==> src/rtl/demux_rr_dispatcher_pkg.sv <==
// Shared constants for the round-robin demux dispatcher: channel count, counter width, FSM encoding.
package demux_rr_dispatcher_pkg;

    localparam int NUM_CH = 4;
    localparam int CNT_W  = 16;

    localparam logic [0:0] ST_IDLE = 1'b0;
    localparam logic [0:0] ST_HOLD = 1'b1;

endpackage

==> src/rtl/demux_rr_dispatcher_rr_pick.sv <==
// Combinational round-robin search: first set mask bit strictly after ptr, wrapping back to ptr itself.
module rr_pick
    import demux_rr_dispatcher_pkg::*;
(
    input  logic [NUM_CH-1:0] mask,
    input  logic [1:0]        ptr,
    output logic [1:0]        idx,
    output logic              found
);

    logic [1:0] cand;

    always_comb begin
        idx   = '0;
        found = 1'b0;
        cand  = '0;
        // k = 4 wraps to ptr itself, so the last granted channel is tried last
        for (int k = 1; k <= NUM_CH; k++) begin
            cand = ptr + 2'(k);
            if (!found && mask[cand]) begin
                idx   = cand;
                found = 1'b1;
            end
        end
    end

endmodule

==> src/rtl/demux_rr_dispatcher.sv <==
// 1-to-4 round-robin dispatcher with a single holding register; item accepted in cycle N is presented in N+1.
// Backpressure: in_ready drops while the held item's channel is not ready or no channel is enabled.
module demux_rr_dispatcher
    import demux_rr_dispatcher_pkg::*;
#(
    parameter int WIDTH = 1
) (
    input  logic              clk,
    input  logic              rst_n,
    input  logic [NUM_CH-1:0] en_mask,
    input  logic              in_valid,
    input  logic [WIDTH-1:0]  in_data,
    output logic              in_ready,
    output logic [NUM_CH-1:0] out_valid,
    output logic [WIDTH-1:0]  out_data,
    input  logic [NUM_CH-1:0] out_ready,
    output logic [1:0]        sel,
    output logic [CNT_W-1:0]  xfer_cnt
);

    logic [0:0] state;
    logic [1:0] lp;
    logic [1:0] lp_eff;
    logic [1:0] pick_idx;
    logic       pick_found;
    logic       xfer;
    logic       accept;

    assign xfer = out_valid[sel] && out_ready[sel];

    // Search from the pointer as it will be after this cycle's transfer, for back-to-back throughput
    assign lp_eff = xfer ? sel : lp;

    rr_pick u_rr_pick (
        .mask  (en_mask),
        .ptr   (lp_eff),
        .idx   (pick_idx),
        .found (pick_found)
    );

    // pick_found is set exactly when en_mask is nonzero
    assign in_ready = rst_n && pick_found && ((state == ST_IDLE) || out_ready[sel]);
    assign accept   = in_valid && in_ready;

    always_ff @(posedge clk) begin
        if (!rst_n) begin
            state     <= ST_IDLE;
            out_valid <= '0;
            out_data  <= '0;
            sel       <= 2'd0;
            lp        <= 2'd3;
            xfer_cnt  <= '0;
        end else begin
            if (xfer) begin
                lp       <= sel;
                xfer_cnt <= xfer_cnt + 1'b1;
            end
            if (accept) begin
                state     <= ST_HOLD;
                out_data  <= in_data;
                sel       <= pick_idx;
                out_valid <= 4'b0001 << pick_idx;
            end else if (xfer) begin
                state     <= ST_IDLE;
                out_valid <= '0;
            end
        end
    end

endmodule

==> config.mk <==
export PLATFORM = sky130hd
export DESIGN_NAME = demux_rr_dispatcher
export DESIGN_NICKNAME = d
export VERILOG_FILES = /design/src/rtl/demux_rr_dispatcher_pkg.sv /design/src/rtl/demux_rr_dispatcher_rr_pick.sv /design/src/rtl/demux_rr_dispatcher.sv
export SDC_FILE = /design/constraint.sdc
export NUM_CORES = 1
export LEC_CHECK = 0
export CORE_MARGIN = 2
export CORE_UTILIZATION = 30
export DETAILED_ROUTE_END_ITERATION = 10
export REMOVE_ABC_BUFFERS = 1
export SYNTH_ARGS = -nofsm -noshare
export SYNTH_HDL_FRONTEND = slang
export SYNTH_SLANG_ARGS = --single-unit
export TNS_END_PERCENT = 5
==> constraint.sdc <==
create_clock -name clk -period 4.99 [get_ports clk]
set_clock_uncertainty 0.15 [all_clocks]
set_input_delay 0.998 -clock clk [delete_from_list [all_inputs] [get_ports clk]]
set_output_delay 0.998 -clock clk [all_outputs]
set_load 0.01 [all_outputs]
==> key figures, run 1 <==
Setup path
  • Critical Path Start Type: input pin
  • Arr. time, crit path: 2.65 ns
  • Critical Path Fanout Max: 6
  • R2R Path End: out_valid[1]
  • R2R Setup Slk: 2.49 ns
  • Worst setup EP type: output port
  • R2R cell count: 6
  • Crit path required time: approximately 3.8 ns
  • Type of the worst setup path: input pin to output port
  • Worst R2R Start: sel[0]

Clocking
  • Post-CTS Resized: 0
  • Clock Pin Slew Worst Setup and Hold Paths: approximately 0.090 ns
  • CTS Buffer Depth: 2
  • Max H-tree Level: 1
  • Worst-Skew Late Latency: 0.27 ns
  • CTS buffer count: 3
  • Post-CTS setup buffer count: 0
  • Root Driver: clkbuf_8
  • CTS tree: yes
  • # clock sinks: 26
  • Hold-fix buffers at CTS: 0

Timing
  • Finish-stage setup viols: 0
  • Max-slew violations: 0
  • Max Fclk: 263 MHz
  • RSZ-0062 raised after global routing: false
  • Final min period: 3.80 ns
  • Slew @ Worst Pin: 0.706 ns
  • Relative slew slack: 52.9%
  • Hold slack: 0.356 ns
  • Setup TNS: 0 ns
  • Fin crit share: between 70% and 80%
  • Final-report hold violation count: 0

GRT
  • Largest net degree at the start of global routing: 23
  • Met3 GRT Util: roughly 3.4%
  • GR Util All Layers: between 10 and 15%
  • Met1 usage: 18.9%
  • First-pass GRT wire length: 5240 µm
  • GR peak layer: met1
  • GRT met2 Usage: 18.3%
  • Vias in the first global route: 1088
  • Initial antenna violation count: 0
  • Grt ovf: 0

Placement
  • Estimated wirelength of the detail-placed design: 2370 µm
  • GPL Wtd Cong: 0.833
  • Port bufs: 35

Yosys
  • Seq/Total Area, Yosys: 38.2%
  • Post-synth top flop: dfxtp_1
  • Post-Syn Area: approximately 1400 µm²
  • #FFs+latches synth: 26
  • EDFF count, synth: 0
  • Post-synth cell types: 40
  • Mapped Cells: 154
  • Avg Cell Area, Syn: 8.86 µm²
  • Synth warn: 0
  • Async S/R FF share, synth: 0%

Drt
  • Total wire length: 3130 µm
  • WL per Instance: 13.0 µm
  • Antenna Violating Nets Remaining: 0
  • Via density: approximately 5.1
  • DR vias: 1219
  • DRT Pass-1 Iters: 4
  • Initial DRC Count: between 70 and 80
  • Number of remaining DRC errors: 0

Cells and area
  • Register area: 520 µm²
  • Most frequent cells in the layout: clkdlybuf4s50_1 (35), dfxtp_1 (26), nor2_1 (21)
  • Commonest non-fill, non-tap cell in the layout: clkdlybuf4s50_1
  • Multi-input gate area: a little under 800 µm²
  • Share of post-route cells with drive strength above 1: between 8 and 9%
  • Final nets: 203
  • Final Util: 41.9%
  • Antenna Cells: 0
  • P&R area growth vs syn: 33.8%
  • FILL cells: 452

Status
  • Status: finished clean

Hold path
  • Hold/Removal Path Class: flop to flop
  • Depth of the worst hold-timing path: 2
  • Hold Crit Start: xfer_cnt[13]
  • Hold Path Sink: xfer_cnt[13]

Floorplanning
  • I/O pin cnt: 36
  • Num rows: 24
  • Chip width: 71.4 µm
  • Initial cell density of the core: 31.3%
  • Chip height: 71.4 µm
  • Core area: about 4400 µm²
  • Die area: approximately 5100 µm²

Job
  • Max-cap violations: 0

Power and ir drop
  • Pwr per Cell Area: roughly 270 nW/µm²
  • Peak VDD IR: 0.000144 V
  • Leakage: 0.671 nW
## cells by family (layout without fill, tap and decap cells)
family	Yosys count	after routing	synth area share [%]
compound gates	32	32	19.5
xor+xnor	11	11	7.06
fa+ha+maj	1	1	0.917
buf+inv	11	46	3.85
flops	26	26	38.2
mux	5	5	5.60
simple gates	68	68	24.9
## worst max path at each step
stage                 start       end  slack, ns  cells after the start
3_3_place_gp   out_ready[3]  in_ready       1.19                      5
4_1_cts        out_ready[3]  in_ready       1.18                      5
2_1_floorplan  out_ready[3]  in_ready       2.10                      3
6_report       out_ready[3]  in_ready       1.19                      5
3_5_place_dp   out_ready[3]  in_ready       1.19                      5
5_1_grt        out_ready[2]  in_ready       1.09                      5
## final cells by class
cell class	count	share of cell area, %
clock buffer	3	2.26
clock inverter	1	1.65
inverter	7	1.44
multi-input combinational	117	43.3
sequential	26	28.5
tap	52	3.57
timing repair buffer	35	19.2
## state kept, by name, indices dropped and copies added (netlist names)
signal and count:
lp 2, out_data 1, out_valid 4, sel 2, state 1, xfer_cnt 16
## cells in the mapped netlist, drive strengths merged, types with 2 or more instances
library cell / n / area, µm²
and4: 4 / 35.0
nor2: 21 / 78.8
mux4: 2 / 45.0
xnor2: 3 / 26.3
nand3: 9 / 45.0
clkbuf: 2 / 7.51
nand2: 14 / 52.6
dfxtp: 26 / 521
buf: 2 / 18.8
a31o: 3 / 26.3
xor2: 8 / 70.1
nand4: 5 / 31.3
a21oi: 10 / 57.6
and3: 5 / 31.3
or3: 4 / 25.0
mux2i: 2 / 20.0
nor3: 2 / 10.0
o21ai: 7 / 35.0
inv: 7 / 26.3
## worst max-delay path, cell delays in order
cell and delay, ns:
clkdlybuf4s50_1 0.42, mux4_2 0.54, inv_1 0.11, a21boi_0 0.09, clkdlybuf4s50_1 0.49
## power by group
part,switching [mW],leakage [nW],internal [mW]
Sequential,0.0100,0.211,0.215
Combinational,0.0445,0.425,0.0440
Clock,0.0670,0.0357,0.107
Total,0.122,0.671,0.366
## per-layer routing
metal	vias to the layer above	share of wire [%]	wire length, µm
met3	4	4.3	134
met5	-	0	0
met4	0	0.93	29
li1	631	-	-
met1	560	53	1660
met2	24	42	1310
## through the flow
stage | std cells | setup slack (ns) | power [mW] | area (µm²)
2_1_floorplan | 150 | 2.10 | 0.283 | 1340
3_3_place_gp | 237 | 1.19 | 0.319 | 1750
3_5_place_dp | 237 | 1.19 | 0.318 | 1750
4_1_cts | 241 | 1.18 | 0.495 | 1820
5_1_grt | 241 | 1.09 | 0.515 | 1820
6_report | 241 | 1.19 | 0.488 | 1820
Note: power is estimated with default switching activity, not from simulation.
==> run 2, diff against run 1 <==
==> constraint.sdc (replaced) <==
create_clock -name clk -period 3.7 [get_ports clk]
set_clock_uncertainty 0.15 [all_clocks]
set_input_delay 0.74 -clock clk [delete_from_list [all_inputs] [get_ports clk]]
set_output_delay 0.74 -clock clk [all_outputs]
set_load 0.01 [all_outputs]
==> key figures, run 2 (synthesis gave the netlist of run 1 again) <==
Cells and area
  • FILL cells: 409 (was 452)
  • Number of flip-flops in the largest register: 16 (unchanged)
  • P&R area growth vs syn: 34.3% (was 33.8%)
  • Largest regs: xfer_cnt: 16 flops, out_valid: 4 flops (unchanged)
  • Share of post-route cells with drive strength above 1: 8.95% (was 8.47%)
  • Antenna Cells: 0 (unchanged)
  • Top reg by flops: xfer_cnt (unchanged)
  • Final nets: 204 (was 203)
  • Most frequent cells in the layout: clkdlybuf4s50_1 (35), dfxtp_1 (26), nor2_1 (21) (unchanged)
  • Commonest non-fill, non-tap cell in the layout: clkdlybuf4s50_1 (unchanged)

Power and ir drop
  • Peak VDD IR: 0.000170 V (was 0.000144 V)
  • Leakage: 0.676 nW (was 0.671 nW)
  • Pwr per Cell Area: 359 nW/µm² (was 267 nW/µm²)

Setup path
  • Critical-path cell list: clkdlybuf4s50_1 -> mux4_2 -> inv_1 -> a21boi_0 -> clkdlybuf4s50_1 (unchanged)
  • CP bufs+invs: 3 (unchanged)
  • Crit-path leading delay family: buffers and inverters (unchanged)
  • Arr. time, crit path: 2.40 ns (was 2.65 ns)
  • Critical Path Start Type: input pin (unchanged)
  • Most frequent CP cell: clkdlybuf4s50_1 (unchanged)
  • Crit path required time: 2.81 ns (was 3.84 ns)
  • Critical Path Fanout Max: 6 (unchanged)
  • Type of the worst setup path: input pin to output port (unchanged)
  • Critical path's slowest cell: mux4_2 (unchanged)
  • Worst setup EP type: output port (unchanged)
  • Crit path largest cell delay: 0.54 ns (about the same)

Clocking
  • Post-CTS Resized: 0 (unchanged)
  • CTS tree: yes (unchanged)
  • Clock Pin Slew Worst Setup and Hold Paths: 0.09 ns (about the same)
  • Post-CTS setup buffer count: 0 (unchanged)
  • # clock sinks: 26 (unchanged)
  • CTS Buffer Depth: 2 (unchanged)
  • Max H-tree Level: 1 (unchanged)
  • CTS buffer count: 3 (unchanged)
  • Root Driver: clkbuf_8 (unchanged)
  • Hold-fix buffers at CTS: 0 (unchanged)
  • Worst-Skew Late Latency: 0.27 ns (about the same)

Drt
  • WL per Instance: 12.9 µm (was 13.0 µm)
  • Number of remaining DRC errors: 0 (unchanged)
  • Total wire length: 3120 µm (was 3130 µm)
  • DR vias: 1205 (was 1219)
  • DRT Pass-1 Iters: 4 (unchanged)
  • Via density: 4.98 (was 5.06)
  • Initial DRC Count: 82 (was 74)
  • Antenna Violating Nets Remaining: 0 (unchanged)

GRT
  • Largest net degree at the start of global routing: 23 (unchanged)
  • GR Util All Layers: 12.7% (about the same)
  • Vias in the first global route: 1091 (was 1088)
  • Met1 usage: 19.1% (was 18.9%)
  • Met3 GRT Util: 2.81% (was 3.38%)
  • GRT met2 Usage: 17.8% (was 18.3%)
  • Initial antenna violation count: 0 (unchanged)
  • GR peak layer: met1 (unchanged)
  • Grt ovf: 0 (unchanged)
  • First-pass GRT wire length: 5230 µm (was 5240 µm)

Timing
  • Slew @ Worst Pin: 0.672 ns (was 0.706 ns)
  • RSZ-0062 raised after global routing: false (unchanged)
  • Finish-stage setup viols: 0 (unchanged)
  • Final min period: 3.29 ns
  • Final worst slack: 0.409 ns (was 1.19 ns)
  • Relative slew slack: 55.1% (was 52.9%)
  • Final-report hold violation count: 0 (unchanged)
  • Max-slew violations: 0 (unchanged)
  • Max Fclk: roughly 300 MHz
  • Setup TNS: 0 ns (unchanged)
  • Fin crit share: 89.0%

Floorplanning
  • Die area: 5100 µm² (unchanged)
  • Chip width: 71.4 µm (unchanged)
  • Num rows: 24 (unchanged)
  • Core area: 4350 µm² (unchanged)
  • Initial cell density of the core: 31.3% (unchanged)
  • I/O pin cnt: 36 (unchanged)
  • Chip height: 71.4 µm (unchanged)

Status
  • Status: finished clean (unchanged)

Placement
  • GPL Wtd Cong: 0.851 (was 0.833)
  • Estimated wirelength of the detail-placed design: 2330 µm (was 2370 µm)
  • Worst slack, placed: 0.407 ns (was 1.19 ns)
  • Port bufs: 35 (unchanged)

Hold path
  • Hold/Removal Path Class: flop to flop (unchanged)

Job
  • Max-cap violations: 0 (unchanged)
run 2: cell types whose count changed in the layout (fill, tap and decap cells not counted), sizes merged:
cell	delta
buf	+1
run 2: final timing paths:
check	slack [ns]	end	cells after the start	startpoint
setup / recovery	0.41	in_ready	5	out_ready[3]
hold / removal	0.36	xfer_cnt[13]	2	xfer_cnt[13]
setup reg to reg	1.19	out_valid[1]	6	sel[0]
hold reg to reg	0.36	xfer_cnt[13]	2	xfer_cnt[13]
run 2: routing by layer:
metal | wire, µm | vias to the layer above
li1 | - | 627
met3 | 179 | 2
met2 | 1310 | 23
met1 | 1590 | 553
met4 | 32 | 0
met5 | 0 | -
run 2: worst min-delay path, stage by stage, from the launching register on:
cell and delay [ns]:
dfxtp_1 0.34, o21ai_0 0.07, a21oi_1 0.06
run 2: area by class of cell:
type                            count  area, µm²  share of cell area, %
Clock buffer                        3       41.3                   2.25
Clock inverter                      1       30.0                   1.64
Inverter                            7       26.3                   1.43
Multi-Input combinational cell    117        791                   43.2
Sequential cell                    26        520                   28.4
Tap cell                           52       65.1                   3.55
Timing Repair Buffer               36        358                   19.5
run 2: metrics by stage:
stage          instance area, µm²  utilization (%)  hold slack (ns)  instances  power [mW]
3_5_place_dp                 1760             40.4            0.338        238       0.430
2_1_floorplan                1340                -            0.344        150       0.382
5_1_grt                      1830             42.1            0.390        242       0.694
3_3_place_gp                 1760             40.4            0.330        238       0.431
4_1_cts                      1830             42.1            0.366        242       0.665
6_report                     1830             42.1            0.360        242       0.658
run 2: report_power, final:
part | switching [mW] | total, mW | internal, mW
Sequential | 0.0139 | 0.304 | 0.290
Combinational | 0.0598 | 0.120 | 0.0601
Clock | 0.0897 | 0.234 | 0.145
Total | 0.163 | 0.658 | 0.494
